[src/rtl/keypad_4x4_scan.sv]
// keypad_4x4_scan: ring-scans a 4x4 active-low keypad, debounces presses and
// releases, and hands each accepted key code to the consumer via valid/ack.
// Ports: clk; rst (sync, active-low); row[3:0] in (async, active-low);
// col[3:0] out (active-low one-hot); key_value[3:0] = row*4+col;
// key_valid level, cleared by key_ack; key_pressed while key is held;
// overrun sticky until ack.
// Option: define KEYPAD_REPEAT_EN for auto-repeat (500 ticks, then every 100).
module keypad_4x4_scan #(
  parameter int SCAN_DIV_BITS  = 17,
  parameter int DEBOUNCE_SCANS = 4
) (
  input  logic       clk,
  input  logic       rst,
  input  logic [3:0] row,
  output logic [3:0] col,
  output logic [3:0] key_value,
  output logic       key_valid,
  input  logic       key_ack,
  output logic       key_pressed,
  output logic       overrun
);

  typedef enum logic [1:0] {
    S_SCAN,
    S_DEB,
    S_PRESS,
    S_REL
  } state_e;

  localparam logic [3:0] DS = 4'(DEBOUNCE_SCANS);
  localparam logic [SCAN_DIV_BITS-1:0] DIV_ONE = SCAN_DIV_BITS'(1);

  logic [3:0] rs1_q, rs1_d;
  logic [3:0] rs_q, rs_d;
  logic [SCAN_DIV_BITS-1:0] div_q, div_d;
  state_e     state_q, state_d;
  logic [3:0] col_q, col_d;
  logic [3:0] cand_q, cand_d;
  logic [3:0] cnt_q, cnt_d;
  logic [3:0] key_value_q, key_value_d;
  logic       key_valid_q, key_valid_d;
  logic       overrun_q, overrun_d;

`ifdef KEYPAD_REPEAT_EN
  logic [8:0] rpt_q, rpt_d;
  logic       rpt_again_q, rpt_again_d;
  logic [8:0] rpt_inc;
`endif

  logic       tick;
  logic       row_any;
  logic [1:0] r_idx;
  logic [1:0] c_idx;
  logic [3:0] code;
  logic [3:0] col_rot;
  logic [3:0] cnt_inc;
  logic       accept;
  logic [3:0] acc_code;

  // Lowest row wins when several rows read low.
  always_comb begin
    r_idx = 2'd3;
    if (!rs_q[0]) begin
      r_idx = 2'd0;
    end else if (!rs_q[1]) begin
      r_idx = 2'd1;
    end else if (!rs_q[2]) begin
      r_idx = 2'd2;
    end
  end

  always_comb begin
    c_idx = 2'd0;
    case (col_q)
      4'b1101: c_idx = 2'd1;
      4'b1011: c_idx = 2'd2;
      4'b0111: c_idx = 2'd3;
      default: c_idx = 2'd0;
    endcase
  end

  assign tick    = &div_q;
  assign row_any = ~&rs_q;
  assign code    = {r_idx, c_idx};
  assign col_rot = {col_q[2:0], col_q[3]};
  assign cnt_inc = cnt_q + 4'd1;

  always_comb begin
    rs1_d       = row;
    rs_d        = rs1_q;
    div_d       = div_q + DIV_ONE;
    state_d     = state_q;
    col_d       = col_q;
    cand_d      = cand_q;
    cnt_d       = cnt_q;
    key_value_d = key_value_q;
    key_valid_d = key_valid_q;
    overrun_d   = overrun_q;
    accept      = 1'b0;
    acc_code    = cand_q;
`ifdef KEYPAD_REPEAT_EN
    rpt_d       = rpt_q;
    rpt_again_d = rpt_again_q;
    rpt_inc     = rpt_q + 9'd1;
    // Held at zero outside PRESSED, so it restarts on every entry.
    if (state_q != S_PRESS) begin
      rpt_d       = 9'd0;
      rpt_again_d = 1'b0;
    end
`endif

    if (tick) begin
      unique case (state_q)
        S_SCAN: begin
          if (!row_any) begin
            col_d = col_rot;
          end else begin
            cand_d = code;
            cnt_d  = 4'd1;
            if (DS == 4'd1) begin
              accept   = 1'b1;
              acc_code = code;
              state_d  = S_PRESS;
            end else begin
              state_d = S_DEB;
            end
          end
        end
        S_DEB: begin
          if (!row_any || code != cand_q) begin
            state_d = S_SCAN;
            col_d   = col_rot;
          end else begin
            cnt_d = cnt_inc;
            if (cnt_inc == DS) begin
              accept   = 1'b1;
              acc_code = cand_q;
              state_d  = S_PRESS;
            end
          end
        end
        S_PRESS: begin
          if (!row_any) begin
            if (DS == 4'd1) begin
              state_d = S_SCAN;
              col_d   = col_rot;
            end else begin
              cnt_d   = 4'd1;
              state_d = S_REL;
            end
          end else begin
`ifdef KEYPAD_REPEAT_EN
            if (rpt_inc == (rpt_again_q ? 9'd100 : 9'd500)) begin
              accept      = 1'b1;
              acc_code    = cand_q;
              rpt_d       = 9'd0;
              rpt_again_d = 1'b1;
            end else begin
              rpt_d = rpt_inc;
            end
`endif
          end
        end
        S_REL: begin
          if (row_any) begin
            state_d = S_PRESS;
          end else begin
            cnt_d = cnt_inc;
            if (cnt_inc == DS) begin
              state_d = S_SCAN;
              col_d   = col_rot;
            end
          end
        end
      endcase
    end

    // An ack that coincides with acceptance consumes the old key only.
    if (accept) begin
      key_value_d = acc_code;
      key_valid_d = 1'b1;
      if (key_ack) begin
        overrun_d = 1'b0;
      end else if (key_valid_q) begin
        overrun_d = 1'b1;
      end
    end else if (key_ack && key_valid_q) begin
      key_valid_d = 1'b0;
      overrun_d   = 1'b0;
    end
  end

  always_ff @(posedge clk) begin
    if (!rst) begin
      rs1_q       <= 4'hF;
      rs_q        <= 4'hF;
      div_q       <= '0;
      state_q     <= S_SCAN;
      col_q       <= 4'b1110;
      cand_q      <= 4'd0;
      cnt_q       <= 4'd0;
      key_value_q <= 4'd0;
      key_valid_q <= 1'b0;
      overrun_q   <= 1'b0;
`ifdef KEYPAD_REPEAT_EN
      rpt_q       <= 9'd0;
      rpt_again_q <= 1'b0;
`endif
    end else begin
      rs1_q       <= rs1_d;
      rs_q        <= rs_d;
      div_q       <= div_d;
      state_q     <= state_d;
      col_q       <= col_d;
      cand_q      <= cand_d;
      cnt_q       <= cnt_d;
      key_value_q <= key_value_d;
      key_valid_q <= key_valid_d;
      overrun_q   <= overrun_d;
`ifdef KEYPAD_REPEAT_EN
      rpt_q       <= rpt_d;
      rpt_again_q <= rpt_again_d;
`endif
    end
  end

  assign col         = col_q;
  assign key_value   = key_value_q;
  assign key_valid   = key_valid_q;
  assign overrun     = overrun_q;
  assign key_pressed = (state_q == S_PRESS) || (state_q == S_REL);

endmodule

[config.mk]
export PLATFORM = sky130hd
export DESIGN_NAME = keypad_4x4_scan
export DESIGN_NICKNAME = d
export VERILOG_FILES = /design/src/rtl/keypad_4x4_scan.sv
export SDC_FILE = /design/constraint.sdc
export NUM_CORES = 1
export LEC_CHECK = 0
export BUFFER_PORTS_ARGS = -buffer_cell sky130_fd_sc_hd__buf_2
export CELL_PAD_IN_SITES_DETAIL_PLACEMENT = 1
export CELL_PAD_IN_SITES_GLOBAL_PLACEMENT = 2
export CORE_UTILIZATION = 39
export DETAILED_ROUTE_END_ITERATION = 8
export MAX_ROUTING_LAYER = met4
export PLACE_DENSITY = 0.9
export SETUP_SLACK_MARGIN = 0.4
export SYNTH_ARGS = -nofsm -noshare
export SYNTH_HDL_FRONTEND = slang
export SYNTH_SLANG_ARGS = --single-unit
[constraint.sdc]
create_clock -name clk -period 5.5 [get_ports clk]
set_input_delay 1.1 -clock clk [delete_from_list [all_inputs] [get_ports clk]]
set_output_delay 1.1 -clock clk [all_outputs]
set_load 0.05 [all_outputs]
==> flow_summary.toml, run 1 <==
[timing]
min_period_over_period_pct = 56.3
relSlewSlack_pct = 42.2
fin_crit_ns = 3.09
hold_violations = 0
worst_slew_pin_slew_ns = 0.859
rsz0062_at_grt = "false"
setup_tns_ns = 0
skew_ns = 0.00924
worst_slack_ns = 2.41
fmax_mhz = 323
setup_violations = 0
timing_max_transition_violations_final = 0

[global_route]
grtUsageTotal_pct = 19.7
grt_start_max_net_pins = 27
grt_pass1_vias = 1731
grt_overflow_total = 0
antenna_found_initial = 0
grt_pass1_wl_um = 8220

[synth]
synthTopCellsByArea = "dfxtp_1 (42%), xor2_1 (4.1%), nand3_1 (3.8%), nor2_1 (3.7%), nand2b_1 (3.5%)"
async_flop_share_pct = 0
post_synth_num_cell_types = 45
yosysWarnings = 0
synth_top_area_cell = "dfxtp_1"
synth_commonest_cells = "dfxtp_1 (45), nor2_1 (21), nand2_1 (18)"
synth_compound_area_share_pct = 16.6
synthMuxAreaShare_pct = 0.941
yosys.area_share.simple_pct = 27.1
synth_cells = 244
synth-xor-area-share_pct = 7.00
synthMostInstantiatedCell = "dfxtp_1"
synth_edf_count = 0
ys_ff_latch = 45
synth_seq_area_share_pct = 42.4
synth_top_family_by_area = "simple AND/OR/NAND/NOR gates"
mappedNetlistArea_um2 = 2130
syn_avg_cell_area_um2 = 8.72
synth-main-ff-cell = "dfxtp_1"
syn_nets = 255
synth_top_area_share_pct = 42.4
synthAdderAreaFrac_pct = 2.35

[worst_setup_path]
critPathCapture = "key_value[3]$_SDFFE_PN0P_"
rr_worst_depth = 9
critPathArrivalTime_ns = 3.30
r2r_slack_ns = 2.41
crit_start = "div_q[0]$_SDFF_PN0_"
crit_path_cell_trace = "ha_1, nand3_1, nor4_1, and3_1, ha_1, inv_1, nor4_1, nand3_1, a21oi_1"
crit_fanout = 7
slowest_stage = "nor4_1"
end_kind = "flop"
cp_slowest_stage_delay_ns = 0.74
worstReg2RegStart = "div_q[0]$_SDFF_PN0_"
timing_worst_setup_path_type = "reg -> reg"
reg2reg_to = "key_value[3]$_SDFFE_PN0P_"
required_ns = 5.71
startpoint_type = "flop"

[layout]
syn_to_final_growth_pct = 11.8
final_cell_area_um2 = 2380
final_nets = 269
insertedDiodeCount = 0
drive_gt1_share_pct = 11.2

[floorplanning]
die_h_um = 75.9
die_w_um = 75.9
rows = 26
core_um2 = 5170
ios = 18
dieArea_um2 = 5750
initial_core_util_pct = 41.1

[power_and_ir_drop]
power.total_mw = 0.616
leakage_nw = 0.880
power.density_nw_per_um2 = 259
ir_drop_uv = 123

[placed_design]
dpl.hpwl_um = 3440
gp_congestion = 0.737
io_buffers = 17
dpl_cell_area_um2 = 2260
dp_slack_ns = 2.36

[clock_tree]
worstSkewPairLatency_ns = 0.30
numClockSinks = 45
cts-hold-fix-buffers = 0
ctsResizeCount = 0
htree_levels = 2
numCtsBuffers = 5
cts_tree = "done"
root_buffer = "clkbuf_8"
cts_setup_buffers = 0
clockBufferDepth = 2
clkTransAtPathRegs_ns = 0.08

[routing]
wl_per_cell_um = 14.8
drc_errors = 0
dr.first_iter.drc_count = 58
postRouteAntennaNets = 0
vias_per_cell = 5.43
drt-total-wl_um = 4880
first_pass_iters = 4
vias = 1788

[worst_hold_path]
hold_class = "reg -> reg"

[status]
status = "finished clean"

[job]
drv_cap = 0
-- how the worst min path moves through the flow --
stage | cells after the start | slack [ns] | start | endpoint
after global placement | 1 | 0.39 | rs1_q[3]$_SDFF_PN1_ | rs_q[3]$_SDFF_PN1_
after floorplan | 1 | 0.39 | rs1_q[0]$_SDFF_PN1_ | rs_q[0]$_SDFF_PN1_
after CTS | 1 | 0.41 | rs1_q[3]$_SDFF_PN1_ | rs_q[3]$_SDFF_PN1_
after global routing | 1 | 0.43 | rs1_q[1]$_SDFF_PN1_ | rs_q[1]$_SDFF_PN1_
final | 1 | 0.41 | rs1_q[3]$_SDFF_PN1_ | rs_q[3]$_SDFF_PN1_
after detailed placement | 1 | 0.39 | rs1_q[3]$_SDFF_PN1_ | rs_q[3]$_SDFF_PN1_
-- logic make-up after synthesis --
group | Yosys count
simple gates | 106
compound gates | 50
flops | 45
buf+inv | 20
xor+xnor | 17
fa+ha+maj | 4
mux | 2
-- placed cells by master (no fill, tap or decap), drive strengths merged, types with 2 or more instances in the layout --
cell type  count
nand2         18
xor2          10
mux2i          2
o31ai          4
clkbuf         7
dfxtp         45
buf           17
o311ai         2
xnor2          7
a22o           2
a22oi          2
nor2          21
nand2b        12
nand3         16
o211ai         8
o21a           5
and4           4
a31o           2
and2           5
nor4           7
and3           9
inv            9
o21ai          3
ha             4
a31oi          4
a21oi         11
nand4          7
-- metrics by stage --
step | util, % | std cells | hold WS [ns]
global route | 46.0 | 329 | 0.427
detailed placement | 43.7 | 321 | 0.394
floorplan | - | 244 | 0.386
CTS | 46.0 | 329 | 0.413
finish | 46.0 | 329 | 0.411
global placement | 43.7 | 321 | 0.395
-- flip-flops by register name, indices dropped and copies added (netlist names) --
register and cells:
cand_q 4, col 4, state_q 2, rs1_q 4
cnt_q 4, key_value 4, overrun 1, rs_q 4
key_valid 1, div_q 17
-- critical path: cells and delay by family (launching register included) --
kind	cells	cell delay, ns
AND/OR/NAND/NOR	5	2.01
flip-flops	1	0.37
adder cells (fa/ha/maj)	2	0.35
AO/OA/AOI/OAI	1	0.16
buffers and inverters	1	0.11
-- layer usage --
layer	routed length, µm	up-vias	part of all wire, %	GRT usage [%]
li1	-	905	-	-
met1	2290	861	47	23.1
met2	2410	18	49	33.7
met3	116	4	2.4	3.97
met4	59	0	1.2	6.17
met5	0	-	0	-
-- cell type report --
class	instances	area, µm²
tap	70	87.6
inverter	10	37.5
timing repair buffer	17	85.1
sequential	45	901
fill	634	2800
clock inverter	1	30.0
clock buffer	7	86.3
multi-input combinational	179	1150
-- where the power goes --
part           total [mW]  internal [mW]  switching [mW]  leakage [nW]
Sequential          0.333          0.330         0.00303         0.365
Clock               0.261          0.148           0.112        0.0585
Combinational      0.0222        0.00779          0.0144         0.457
(Power assumes the default switching activity.)
==> run 2, diff against run 1 <==
--- a/config.mk
+++ b/config.mk
@@ -8,10 +8,10 @@
 export BUFFER_PORTS_ARGS = -buffer_cell sky130_fd_sc_hd__buf_2
 export CELL_PAD_IN_SITES_DETAIL_PLACEMENT = 1
 export CELL_PAD_IN_SITES_GLOBAL_PLACEMENT = 2
-export CORE_UTILIZATION = 39
+export CORE_UTILIZATION = 32
 export DETAILED_ROUTE_END_ITERATION = 8
 export MAX_ROUTING_LAYER = met4
-export PLACE_DENSITY = 0.9
+export PLACE_DENSITY = 0.8
 export SETUP_SLACK_MARGIN = 0.4
 export SYNTH_ARGS = -nofsm -noshare
 export SYNTH_HDL_FRONTEND = slang
==> constraint.sdc (replaced) <==
create_clock -name clk -period 2.75 [get_ports clk]
set_input_delay 0.55 -clock clk [delete_from_list [all_inputs] [get_ports clk]]
set_output_delay 0.55 -clock clk [all_outputs]
set_load 0.05 [all_outputs]
==> flow_summary.toml, run 2 (synthesis results as in run 1) <==
[routing]
vias = 1804
drc_errors = 0
postRouteAntennaNets = 0
first_pass_iters = 4
dr.first_iter.drc_count = 47
vias_per_cell = 5.31
wl_per_cell_um = 14.4
drt-total-wl_um = 4910

[layout]
drive_gt1_share_pct = 16.0
mostFrequentLayoutCell = "dfxtp_1"
insertedDiodeCount = 0
final_nets = 273
largest_reg_flops = 17
final_cell_area_um2 = 2460
layout_common_cells = "dfxtp_1 (43), nor2_1 (21), nand2_1 (17), buf_2 (17), nand3_1 (15)"
top_register = "div_q"
syn_to_final_growth_pct = 15.6
final_cell_count_no_fill = 340

[clock_tree]
cts_tree = "done"
clkTransAtPathRegs_ns = 0.09
root_buffer = "clkbuf_8"
numClockSinks = 45
cts_setup_buffers = 0
ctsResizeCount = 0
clockBufferDepth = 2
worstSkewPairLatency_ns = 0.30
numCtsBuffers = 5
htree_levels = 2
cts-hold-fix-buffers = 0

[worst_setup_path]
end_kind = "flop"
required_ns = 2.98
timing_worst_setup_path_type = "reg -> reg"
reg2reg_to = "overrun$_SDFFE_PN0P_"
worstReg2RegStart = "div_q[0]$_SDFF_PN0_"
critPathArrivalTime_ns = 2.41
r2r_slack_ns = 0.56
crit_fanout = 7
rr_worst_depth = 8
startpoint_type = "flop"

[worst_hold_path]
hold_depth = 1
hold_start = "rs1_q[2]$_SDFF_PN1_"
min_to = "rs_q[2]$_SDFF_PN1_"
hold_class = "reg -> reg"

[timing]
hold_violations = 0
fin_crit_ns = 2.19
worst_slew_pin_slew_ns = 0.815
rsz0062_at_grt = "false"
fmax_mhz = 457
min_period_over_period_pct = 79.5
relSlewSlack_pct = 45.2
timing_max_transition_violations_final = 0
holdWs_ns = 0.413
skew_ns = 0.00506
setup_tns_ns = 0
setup_violations = 0
worst_slack_ns = 0.564

[global_route]
grtUsageTotal_pct = 15.8
grt_pass1_vias = 1782
grt_overflow_total = 0
antenna_found_initial = 0
grt_start_max_net_pins = 26
grt_pass1_wl_um = 8630

[floorplanning]
dieArea_um2 = 6980
core_um2 = 6390
die_w_um = 83.5
initial_core_util_pct = 33.3
rows = 29
ios = 18
die_h_um = 83.5

[placed_design]
dpl_cell_area_um2 = 2300
dp_slack_ns = 0.466
gp_congestion = 0.699
place_inst = 332
io_buffers = 17
dpl.hpwl_um = 3500

[status]
status = "finished clean"

[power_and_ir_drop]
leakage_nw = 0.910
power.density_nw_per_um2 = 532
ir_drop_uv = 234

[job]
drv_cap = 0
## run 2: cell count changes in the layout (fill, tap and decap cells not counted), moves of 2 or more
cell,delta
buf_4,+4
nor4_1,-2
dfxtp_2,+2
nor4_2,+2
dfxtp_1,-2
## run 2: power by group
part / leakage (nW) / switching, mW / internal (mW)
logic: 0.476 / 0.0290 / 0.0168
clock network: 0.0681 / 0.234 / 0.361
registers: 0.366 / 0.00590 / 0.661
## run 2: stage by stage
| step | power, mW | util, % |
|---|---|---|
| floorplan | 0.713 | - |
| global placement | 0.727 | 36.0 |
| detailed placement | 0.728 | 36.0 |
| CTS | 1.33 | 38.1 |
| global route | 1.36 | 38.5 |
| finish | 1.31 | 38.5 |
## run 2: final cells by class
type / instances / area, µm²
Clock inverter: 3 / 65.1
Fill cell: 758 / 3930
Multi-Input combinational cell: 179 / 1170
Tap cell: 77 / 96.3
Inverter: 10 / 37.5
Clock buffer: 5 / 68.8
Timing Repair Buffer: 21 / 115
Sequential cell: 45 / 903
## run 2: how the worst max path moves through the flow
stage,slack (ns),depth (start not counted),to,from
after CTS,0.43,8,overrun$_SDFFE_PN0P_,div_q[0]$_SDFF_PN0_
after global placement,0.55,8,overrun$_SDFFE_PN0P_,div_q[0]$_SDFF_PN0_
after detailed placement,0.47,8,overrun$_SDFFE_PN0P_,div_q[0]$_SDFF_PN0_
after floorplan,0.40,9,key_value[0]$_SDFFE_PN0P_,div_q[0]$_SDFF_PN0_
final,0.56,8,overrun$_SDFFE_PN0P_,div_q[0]$_SDFF_PN0_
after global routing,0.39,10,key_value[0]$_SDFFE_PN0P_,div_q[0]$_SDFF_PN0_
## run 2: per-layer routing
layer  part of all wire [%]  up-vias  GRT usage [%]
met5                      0        -              -
met4                    1.1        0           5.08
met3                    3.2        4           3.66
met2                     48       26           25.1
met1                     48      864           19.8
li1                       -      910              -
## run 2: worst max-delay path, cell delays in order, from the launching register on
cell and delay (ns):
dfxtp_2 0.36, ha_2 0.20, nand3_1 0.12, nor4_2 0.32
and3_1 0.20, ha_1 0.16, inv_2 0.07, or4_1 0.52
a31oi_1 0.17
